File: config.mk
export PLATFORM = sky130hd
export DESIGN_NAME = rgb_cmd_pwm
export DESIGN_NICKNAME = d
export VERILOG_FILES = /design/src/rtl/rgb_cmd_pwm.sv
export SDC_FILE = /design/constraint.sdc
export NUM_CORES = 1
export LEC_CHECK = 0
export BUFFER_PORTS_ARGS = -buffer_cell sky130_fd_sc_hd__buf_2
export CORE_MARGIN = 8
export CORE_UTILIZATION = 60
export DETAILED_ROUTE_END_ITERATION = 10
export PLACE_DENSITY = 0.77
export SLEW_MARGIN = 30
export SYNTH_ARGS = -nofsm -noshare
export SYNTH_HDL_FRONTEND = slang
export SYNTH_SLANG_ARGS = --single-unit
File: constraint.sdc
create_clock -name int_clk -period 14.6 [get_ports int_clk]
set_input_delay 2.92 -clock int_clk [delete_from_list [all_inputs] [get_ports int_clk]]
set_output_delay 2.92 -clock int_clk [all_outputs]
set_load 0.03 [all_outputs]
File: src/rtl/rgb_cmd_pwm.sv
// rgb_cmd_pwm: decodes UART colour commands into per-LED duties and drives active-low RGB PWM.
// Build option: `RGB_GAMMA_EN applies a square-law gamma to every committed duty.
module rgb_cmd_pwm #(
   parameter int unsigned PWM_BITS       = 8,
   parameter int unsigned TIMEOUT_CYCLES = 120000
) (
   input  logic       int_clk,
   input  logic       rst,
   input  logic [7:0] rx_data,
   input  logic       rx_data_ready,
   output logic       rgb1_red,
   output logic       rgb1_green,
   output logic       rgb1_blue,
   output logic       rgb2_red,
   output logic       rgb2_green,
   output logic       rgb2_blue,
   output logic       cmd_done,
   output logic       cmd_error
);

   localparam int unsigned TO_W = (TIMEOUT_CYCLES > 1) ? $clog2(TIMEOUT_CYCLES) : 1;
   localparam logic [PWM_BITS-1:0] CNT_MAX = PWM_BITS'((2 ** PWM_BITS) - 2);
   localparam logic [TO_W-1:0]     TO_LAST = TO_W'(TIMEOUT_CYCLES - 1);

   localparam logic [0:0] ST_IDLE = 1'b0;
   localparam logic [0:0] ST_HEX  = 1'b1;

   logic [0:0]                     state_q, state_d;
   logic [23:0]                    stg_q, stg_d;
   logic [2:0]                     dcnt_q, dcnt_d;
   logic [TO_W-1:0]                to_q, to_d;
   logic [1:0]                     tgt_q, tgt_d;
   logic [1:0][2:0][PWM_BITS-1:0]  pend_q, pend_d;
   logic [1:0][2:0][PWM_BITS-1:0]  act_q, act_d;
   logic [PWM_BITS-1:0]            cnt_q, cnt_d;
   logic [1:0][2:0]                led_q, led_d;
   logic                           done_q, done_d;
   logic                           err_q, err_d;
   logic                           commit;
   logic [2:0][7:0]                com_val;
   logic [4:0]                     nib;

   // {valid, nibble} for an ASCII hex digit
   function automatic logic [4:0] hex_nib(input logic [7:0] b);
      if (b >= "0" && b <= "9") return {1'b1, 4'(b - 8'h30)};
      if (b >= "a" && b <= "f") return {1'b1, 4'(b - 8'h57)};
      if (b >= "A" && b <= "F") return {1'b1, 4'(b - 8'h37)};
      return 5'd0;
   endfunction

   function automatic logic [7:0] gamma(input logic [7:0] d);
`ifdef RGB_GAMMA_EN
      return 8'((16'(d) * 16'(d) + 16'd255) >> 8);
`else
      return d;
`endif
   endfunction

   // Command decoder: next state, staging, target and pending duties
   always_comb begin
      state_d = state_q;
      stg_d   = stg_q;
      dcnt_d  = dcnt_q;
      to_d    = to_q;
      tgt_d   = tgt_q;
      pend_d  = pend_q;
      done_d  = 1'b0;
      err_d   = 1'b0;
      commit  = 1'b0;
      com_val = '0;
      nib     = hex_nib(rx_data);

      case (state_q)
         ST_IDLE: begin
            if (rx_data_ready) begin
               case (rx_data)
                  "1": tgt_d = 2'b01;
                  "2": tgt_d = 2'b10;
                  "a": tgt_d = 2'b11;
                  "r": begin commit = 1'b1; com_val = {8'h00, 8'h00, 8'hFF}; end
                  "g": begin commit = 1'b1; com_val = {8'h00, 8'hFF, 8'h00}; end
                  "b": begin commit = 1'b1; com_val = {8'hFF, 8'h00, 8'h00}; end
                  "w": begin commit = 1'b1; com_val = '1; end
                  "k": begin commit = 1'b1; com_val = '0; end
                  "#": begin
                     state_d = ST_HEX;
                     stg_d   = '0;
                     dcnt_d  = '0;
                     to_d    = '0;
                  end
                  default: ;
               endcase
            end
         end
         ST_HEX: begin
            if (rx_data_ready) begin
               to_d = '0;
               if (nib[4]) begin
                  stg_d = {stg_q[19:0], nib[3:0]};
                  if (dcnt_q == 3'd5) begin
                     commit  = 1'b1;
                     com_val = {stg_d[7:0], stg_d[15:8], stg_d[23:16]};
                     state_d = ST_IDLE;
                     dcnt_d  = '0;
                  end else begin
                     dcnt_d = dcnt_q + 3'd1;
                  end
               end else if (rx_data == "#") begin
                  stg_d  = '0;
                  dcnt_d = '0;
               end else begin
                  err_d   = 1'b1;
                  state_d = ST_IDLE;
               end
            end else if (to_q == TO_LAST) begin
               err_d   = 1'b1;
               state_d = ST_IDLE;
            end else begin
               to_d = to_q + TO_W'(1);
            end
         end
         default: state_d = ST_IDLE;
      endcase

      if (commit) begin
         done_d = 1'b1;
         for (int l = 0; l < 2; l++) begin
            if (tgt_q[l]) begin
               for (int c = 0; c < 3; c++) pend_d[l][c] = PWM_BITS'(gamma(com_val[c]));
            end
         end
      end
   end

   // PWM: active duties reload only at wrap; pins registered from next-cycle values
   always_comb begin
      cnt_d = (cnt_q == CNT_MAX) ? '0 : cnt_q + PWM_BITS'(1);
      act_d = (cnt_q == CNT_MAX) ? pend_q : act_q;
      led_d = '1;
      for (int l = 0; l < 2; l++) begin
         for (int c = 0; c < 3; c++) led_d[l][c] = ~(cnt_d < act_d[l][c]);
      end
   end

   always_ff @(posedge int_clk or posedge rst) begin
      if (rst) begin
         state_q <= ST_IDLE;
         stg_q   <= '0;
         dcnt_q  <= '0;
         to_q    <= '0;
         tgt_q   <= 2'b11;
         pend_q  <= '0;
         act_q   <= '0;
         cnt_q   <= '0;
         led_q   <= '1;
         done_q  <= 1'b0;
         err_q   <= 1'b0;
      end else begin
         state_q <= state_d;
         stg_q   <= stg_d;
         dcnt_q  <= dcnt_d;
         to_q    <= to_d;
         tgt_q   <= tgt_d;
         pend_q  <= pend_d;
         act_q   <= act_d;
         cnt_q   <= cnt_d;
         led_q   <= led_d;
         done_q  <= done_d;
         err_q   <= err_d;
      end
   end

   assign rgb1_red   = led_q[0][0];
   assign rgb1_green = led_q[0][1];
   assign rgb1_blue  = led_q[0][2];
   assign rgb2_red   = led_q[1][0];
   assign rgb2_green = led_q[1][1];
   assign rgb2_blue  = led_q[1][2];
   assign cmd_done   = done_q;
   assign cmd_error  = err_q;

endmodule

# == Word level (Yosys, flattened, before mapping) ==
# Cells that the tools add are included.
# op_classes
n_addsub,6
magnitude_cmp,12
eq_ne,16
n_mux,56
bitwise,7
n_reduce_logical,10
# ops
op,n
2-to-1 mux 24 bit,8
case mux 24 bit (2 select lines),2
case mux 24 bit (4 select lines),1
2-to-1 mux 17 bit,4
"== test 8 x 7 -> 1 bit, second input constant",6
< comparator 8 bit,6
2-to-1 mux 48 bit,1
case mux 17 bit (2 select lines),1
2-to-1 mux 5 bit,6
"== test 8 x 6 -> 1 bit, second input constant",3
2-to-1 mux 1 bit,23
"adder 17 x 1 -> 17 bit, second input constant",1
"== test 17 bit, second input constant",1
">= comparator 8 x 7 -> 1 bit, second input constant",2
"<= comparator 8 x 7 -> 1 bit, second input constant",2
2-to-1 mux 3 bit,5
"adder 8 x 1 -> 8 bit, second input constant",1
"== test 8 bit, second input constant",1
">= comparator 8 x 6 -> 1 bit, second input constant",1
"<= comparator 8 x 6 -> 1 bit, second input constant",1
2-to-1 mux 8 bit,1
"subtractor 4 x 3 -> 4 bit, second input constant",2
NOT 1 bit,7
"!= test 2 bit, second input constant",3
12 further kinds,18
# word_totals
reg_bits,159
in_bits,11
out_inout_bits,8
word_cells,129

# == Logic depth before layout (Yosys ltp) ==
# Gate-level depths: netlist (run 1).
# logic_depth
word_depth,13
ltp_mapped,17
ltp_nobuf,13

# == Worst setup path before layout (run 1) ==
# OpenSTA, ideal clock, no wires.
# synth_timing
path_kind,input port to flip-flop
startpoint,input port rx_data[1]
endpoint,register pend_q[0] (netlist bit)
setup_ps,125
arrival_ps,4550
path_slack_ps,9925
cell_stages,8
path_cell_list,inv_1 > ha_1 > nand2b_1 > o211ai_2 > a21oi_4 > o21ai_2 > buf_6 > mux2_4
# synth_between
elab_chain_len,12
elab_cells_between_ends,37
# synth_lines
element,line,text
from (decl),9,"input logic [7:0] rx_data,"
>= comparator 8 x 7 -> 1 bit or <= comparator 8 x 7 -> 1 bit (tied branches),47,"if (b >= ""A"" && b <= ""F"") return {1'b1, 4'(b - 8'h37)};"
logical AND 1 bit,47,
2-to-1 mux 1 bit (2 in a row),47,
2-to-1 mux 1 bit,46,"if (b >= ""a"" && b <= ""f"") return {1'b1, 4'(b - 8'h57)};"
2-to-1 mux 5 bit,48,return 5'd0;
2-to-1 mux 5 bit,47,
2-to-1 mux 5 bit,46,
2-to-1 mux 1 bit,98,if (nib[4]) begin
2-to-1 mux 1 bit,96,if (rx_data_ready) begin
case mux 1 bit (2 select lines),73,case (state_q)
AND reduction 2 bit (no source line),--,
to (signal assigned),164,pend_q <= pend_d;
to (decl),33,"logic [1:0][2:0][PWM_BITS-1:0] pend_q, pend_d;"
# Parallel ways exist; a longest one is shown, timed or not. The select of a mux whose other input is x is not followed.
# A chain may end at the register's enable or synchronous reset.

# == Worst setup path after layout (run 1) ==
# layout_timing
startpoint,input port rx_data[1]
endpoint,register pend_q[6] (netlist bit)
# Same word-level chain as after synthesis.

==> results.tsv, run 1 <==
stage	metric	value	unit
run_status	status	completed	
placed_design	dp_hpwl	11.9	mm
global_route	grt_pass1_wl	29.4	mm
timing	hold_violations	0	
cts	cts_tree	yes	
cells_and_area	drive_gt1_share	16.5	%
global_route	grt_max_degree	73	
timing	worst_pin_slew	0.938	ns
placed_design	io_buffers	18	
cts	cts_sinks	155	
cts	numCtsBuffers	17	
timing	fin_crit_sh	33.4	%
route	wl_per_cell	18.4	um
cts	cts_max_level	4	
logic_synthesis	yosysTopAreaCell	dfrtp_1	
placed_design	gp_congestion	0.858	
pwr	power_density	106	nW/um^2
route	route.detailed.drc	0	
worst_setup_path	cp_top_family	compound AO/OA/AOI/OAI gates	
cts	clkLatencyLatePin	0.42	ns
worst_setup_path	critical_path_class	in2reg	
worst_setup_path	slowest_stage	buf_4	
logic_synthesis	async_reset_ff_share	100	%
timing	finalSetupViolCount	0	
pwr	ir_drop	87.9	uV
timing	maxSlewHeadroom	37.2	%
timing	rsz0062_at_grt	false	
logic_synthesis	synth_edf_count	0	
floorplan	die-area	17300	sq um
cts	cts_root_buffer	clkbuf_16	
global_route	gr-total-overflow	0	
placed_design	placed_area	8210	sq um
timing	skew	0.00862	ns
worst_setup_path	required	14.89	ns
timing	fin_crit	4.87	ns
logic_synthesis	synthCells	749	
cts	postCtsSetupBuffers	0	
floorplan	ios	19	
worst_setup_path	path_cells	buf_2 -> inv_1 -> ha_1 -> nand2b_1 -> o211ai_2 -> a21oi_4 -> o21ai_2 -> buf_4 -> mux2_2	
run	drv_cap	0	
worst_setup_path	arrival	5.17	ns
cells_and_area	layout-area-overhead-vs-synth	10.9	%
cts	cts_hold_buffers	0	
worst_setup_path	start_kind	input pin	
logic_synthesis	ys_types	61	
timing	max_freq	205	MHz
cells_and_area	nets	823	
logic_synthesis	synth_ff_type	dfrtp_1	
logic_synthesis	synth_area_leaders	dfrtp_1, ha_1, mux2_4	
route	first_iter_violations	454	
worst_setup_path	path_max_fanout	24	
logic_synthesis	yosysSeqAreaShare	48.6	%
worst_setup_path	worst_setup_path_end_kind	register	
timing	tns	0	ns
route	routed_wl	17.5	mm
route	firstDrtPassIters	5	
logic_synthesis	syn_area_per_cell	10.7	sq um
logic_synthesis	synth_nets	809	
route	detail-route-antenna-nets	0	
cells_and_area	stdcell_area	8860	sq um
timing	drv_slew	0	
floorplan	core-area	13100	sq um
global_route	grt_pass1_vias	5757	
cells_and_area	layout_commonest_cell	dfrtp_1	
cts	clkTransAtPathRegs	0.06	ns
logic_synthesis	synth_seq_cells	155	
logic_synthesis	synth_warnings	0	
min_path	hold_path.class	reg2reg	
cts	ctsResizeCount	0	
worst_setup_path	critPathBufInv	3	
floorplan	start_util	60.9	%
global_route	groute.usage.overall	20.9	%
cts	clock_path_buffers	2	
cells_and_area	final_cell_mix	dfrtp_1, nand2_1, inv_1, ha_1, a21o_1	
floorplan	fp-row-count	42	
global_route	antenna_found_initial	0	
route	vias	5588	
logic_synthesis	synthesis.area	8000	sq um
worst_setup_path	worst_path_largest_cell_delay	0.40	ns
logic_synthesis	synth_top_area_share	46.0	%
floorplan	die_h	131	um
cells_and_area	antenna_cells	0	
floorplan	die_w	131	um
route	viasPerCell	5.87	
pwr	leakage	0.00478	uW
[metal layers]
metal / routed length, um / global-route usage, % / share of wire, %
met1: 7920 / 26.3 / 45
met2: 8650 / 35.1 / 49
met3: 620 / 4.23 / 3.5
met4: 291 / 7.40 / 1.7
met5: 0 / 0 / 0
[worst paths after layout]
kind                             from    endpoint  slack (ns)  cells after the start
min in group asynchronous         rst   act_q[22]        2.61                      2
min                         act_q[43]   act_q[43]        0.47                      2
max in group asynchronous         rst    to_q[16]       10.77                      4
max                        rx_data[1]   pend_q[6]        9.73                      9
max reg2reg                  cnt_q[0]  rgb1_green       10.55                     12
min reg2reg                 act_q[43]   act_q[43]        0.47                      2
[cells by family (layout without fill, tap and decap cells)]
group	count (synthesis)	count (layout)	share of synthesized area (%)
compound gates	132	132	11.3
xor+xnor	15	15	1.64
fa+ha+maj	49	49	7.67
buf+inv	87	114	4.68
flops	155	155	48.6
mux	76	76	11.9
simple gates	235	235	14.1
[sequential cells by signal, summed over array words and instances, names as in the netlist]
| name | cells |
|---|---|
| rgb2_red | 1 |
| pend_q | 48 |
| cnt_q | 8 |
| tgt_q | 2 |
| to_q | 17 |
| rgb1_green | 1 |
| act_q | 48 |
| dcnt_q | 3 |
| cmd_error | 1 |
| cmd_done | 1 |
| state_q | 1 |
| stg_q | 20 |
| rgb2_green | 1 |
| rgb1_red | 1 |
| rgb2_blue | 1 |
| rgb1_blue | 1 |
[metrics by stage]
step	hold WS (ns)	cells	total power (uW)	utilization [%]	setup WS, ns
CTS	0.473	951	945	67.4	9.71
detailed placement	0.458	919	475	62.5	9.27
global route	0.500	952	968	67.5	9.64
finish	0.473	952	939	67.5	9.73
global placement	0.451	918	473	62.4	9.35
floorplan	0.440	749	465	-	7.52
[synth_stat cells (3+ instances only)]
cell type  number
nand2b_1        3
and3_1          7
nor4_1          3
mux2_4         36
dfrtp_1       147
clkbuf_1       14
o21ai_0        26
and4_1          4
a21oi_1        35
a21o_1         37
nor3_1          6
or2_2           4
a31oi_1         3
mux2_2          9
xnor2_1        13
a2bb2oi_1       3
a31o_2          4
nand3_1        35
and2_1          3
nand4_1         9
inv_1          56
nand2_1       115
buf_2          11
or3_1           7
buf_6           4
nor2_1         25
mux2i_1        31
ha_1           49
dfstp_2         8
[worst register-to-register path, stage by stage, from the launching register on]
cell and delay, ns:
dfrtp_1 0.59, inv_1 0.09, ha_1 0.22, and3_1 0.32
and2_1 0.22, buf_4 0.28, nor2_1 0.76, ha_1 0.39
a21o_1 0.16, a21o_1 0.17, a21o_1 0.19, a2111oi_0 0.42
a21oi_1 0.16
[power by group]
part / switching (uW) / total, uW / internal, uW
sequential: 4.30 / 439 / 435
clock: 164 / 472 / 308
combinational: 19.5 / 28.1 / 8.65
total: 187 / 939 / 752
[layout make-up]
cell class                 instances  area, sq um
clock buffer                      25          505
clock inverter                     7          135
fill                             968         4270
inverter                          56          215
multi-input combinational        507         3730
sequential                       155         3890
tap                              176          220
timing repair buffer              26          166
Power figures use the tool's default switching activity.
==> run 2: changes to the inputs <==
==> constraint.sdc (replaced) <==
create_clock -name int_clk -period 4.9 [get_ports int_clk]
set_input_delay 0.98 -clock int_clk [delete_from_list [all_inputs] [get_ports int_clk]]
set_output_delay 0.98 -clock int_clk [all_outputs]
set_load 0.03 [all_outputs]
==> run 2 against run 1 <==
Net effect:
- die area stayed put
- core utilization hardly changed
- cell area hardly changed
- critical path depth is 5 higher
- critical path type is now reg2reg
- highest routed layer unchanged
==> results.tsv, run 2 (synthesis results as in run 1) <==
stage	metric	value	unit	change
timing	maxSlewHeadroom	45.1	%	+7.9 points
route	routed_wl	17.6	mm	+0.81%
cts	cts_hold_buffers	0		unchanged
min_path	hp-start	act_q[13]		
cts	ctsResizeCount	0		unchanged
route	detail-route-antenna-nets	0		unchanged
worst_setup_path	required	5.24	ns	-9.65 ns
placed_design	gp_congestion	0.867		+1.1%
timing	hold_violations	0		unchanged
run	drv_cap	0		unchanged
floorplan	die_h	131	um	unchanged
pwr	power_frac_seq	46.3	%	-0.4 points
floorplan	core-area	13100	sq um	unchanged
placed_design	io_buffers	18		unchanged
floorplan	fp-row-count	42		unchanged
timing	max_freq	286	MHz	
timing	tns	0	ns	unchanged
cts	cts_max_level	4		unchanged
floorplan	die-area	17300	sq um	unchanged
cts	clkLatencyLatePin	0.42	ns	about the same
route	firstDrtPassIters	5		unchanged
run_status	status	completed		
pwr	ir_drop	213	uV	+140%
global_route	groute.usage.overall	21.1	%	+0.16 points
worst_setup_path	path_max_fanout	36		+50%
cells_and_area	final_cell_mix	dfrtp_1, nand2_1, inv_1, ha_1, a21o_1		
worst_setup_path	r2r_slack	1.40	ns	-9.15 ns
pwr	power_frac_comb	2.9	%	about the same
timing	worst_pin_slew	0.824	ns	-0.114 ns
timing	drv_slew	0		unchanged
global_route	antenna_found_initial	0		unchanged
global_route	grt_pass1_vias	5902		+2.5%
timing	finalWorstSetupSlack	1.40	ns	-8.33 ns
cts	clkTransAtPathRegs	0.06	ns	about the same
worst_setup_path	arrival	3.84	ns	-1.33 ns
worst_setup_path	crit_top_cell	a21o_1		
cts	cts_sinks	155		unchanged
pwr	leakage	0.00477	uW	-0.14%
pwr	power_density	318	nW/um^2	+200%
route	wl_per_cell	18.5	um	+0.81%
global_route	grt_pass1_wl	29.7	mm	+1.1%
cells_and_area	antenna_cells	0		unchanged
cells_and_area	final_util	67.5	%	about the same
placed_design	place_ws	1.52	ns	-7.75 ns
cells_and_area	drive_gt1_share	16.9	%	+0.39 points
route	route.detailed.drc	0		unchanged
cts	postCtsSetupBuffers	0		unchanged
cts	numCtsBuffers	17		unchanged
min_path	hold_path.class	reg2reg		
pwr	switchingPower	596	uW	+220%
global_route	grt_max_degree	156		+110%
cts	cts_root_buffer	clkbuf_16		
pwr	p_int	2220	uW	+200%
worst_setup_path	path_cells	inv_1 -> ha_1 -> and3_1 -> and2_1 -> buf_4 -> nand2_1 -> nand2_1 -> inv_1 -> ha_1 -> a21o_1 -> a21o_1 -> a21o_1 -> a2111oi_0 -> a21oi_1		
floorplan	ios	19		unchanged
floorplan	die_w	131	um	unchanged
pwr	netSwitchingFraction	21.1	%	+1.2 points
route	viasPerCell	5.88		+0.13%
cells_and_area	reg_top3	act_q x48, pend_q x48, stg_q x20		
timing	fin_crit_sh	71.4	%	
cells_and_area	nets	823		unchanged
worst_setup_path	worst_path_largest_cell_delay	0.50	ns	+0.10 ns
worst_setup_path	slowest_stage	dfrtp_1		
timing	finalSetupViolCount	0		unchanged
cells_and_area	layout_commonest_cell	dfrtp_1		
global_route	gr-total-overflow	0		unchanged
route	vias	5595		+0.13%
worst_setup_path	reg2reg_depth	14		+2
cts	clock_path_buffers	2		unchanged
timing	fin_crit	3.50	ns	
cts	cts_tree	yes		
pwr	clkPwrFrac	50.7	%	+0.4 points
worst_setup_path	rr_startpoint	cnt_q[0]		
cells_and_area	layout-area-overhead-vs-synth	10.9	%	about the same
worst_setup_path	worst_setup_path_end_kind	register		
timing	rsz0062_at_grt	false		
worst_setup_path	start_kind	register		
min_path	min_path_cells	2		unchanged
worst_setup_path	critical_path_class	reg2reg		
worst_setup_path	reg2reg_to	rgb2_blue		
min_path	min_to	act_q[13]		
route	first_iter_violations	367		-19%
timing	skew	0.00759	ns	-0.00103 ns
floorplan	start_util	60.9	%	unchanged
placed_design	dp_hpwl	12.1	mm	+1.6%
## run 2: stage by stage
stage,total power (uW),area [sq um],std cells,hold WS (ns)
CTS,2840,8860,952,0.479
global placement,1410,8220,920,0.457
global route,2910,8860,952,0.500
detailed placement,1410,8220,920,0.464
finish,2820,8860,952,0.479
floorplan,1390,8000,749,0.440
## run 2: area by class of cell
cell class                      instances  area [sq um]
Inverter                               56           214
Sequential cell                       155          3890
Timing Repair Buffer                   26           163
Clock buffer                           17           425
Tap cell                              176           220
Clock inverter                         15           221
Multi-Input combinational cell        507          3730
Fill cell                             975          4270
## run 2: layer usage
layer,GRT usage (%),part of all wire [%],vias to the layer above
met2,34.9,50,132
met1,26.0,44,2802
li1,-,-,2628
met3,5.95,4.6,33
met4,7.21,2.0,0
met5,0,0,-
## run 2: worst max-delay path: cells and delay by family (launching register included)
| kind | cells | cell delay [ns] |
|---|---|---|
| AO/OA/AOI/OAI | 5 | 1.09 |
| buffers and inverters | 3 | 0.57 |
| flip-flops | 1 | 0.50 |
| AND/OR/NAND/NOR | 4 | 0.79 |
| adder cells (fa/ha/maj) | 2 | 0.44 |
## run 2: worst max path at each step
| stage | cells past startpoint | from | to |
|---|---|---|---|
| 6_report | 14 | cnt_q[0] | rgb2_blue |
| 3_3_place_gp | 12 | cnt_q[0] | rgb2_red |
| 5_1_grt | 12 | cnt_q[0] | rgb1_green |
| 4_1_cts | 12 | cnt_q[0] | rgb1_blue |
| 3_5_place_dp | 12 | cnt_q[0] | rgb1_blue |
| 2_1_floorplan | 15 | cnt_q[0] | rgb2_blue |
## run 2: power by group through the flow
stage | combinational [uW] | clock [uW] | sequential (uW)
floorplan | 60.9 | 0 | 1330
global placement | 80.2 | 0 | 1330
detailed placement | 83.7 | 0 | 1330
CTS | 84.1 | 1450 | 1310
global route | 93.7 | 1510 | 1310
finish | 82.9 | 1430 | 1310
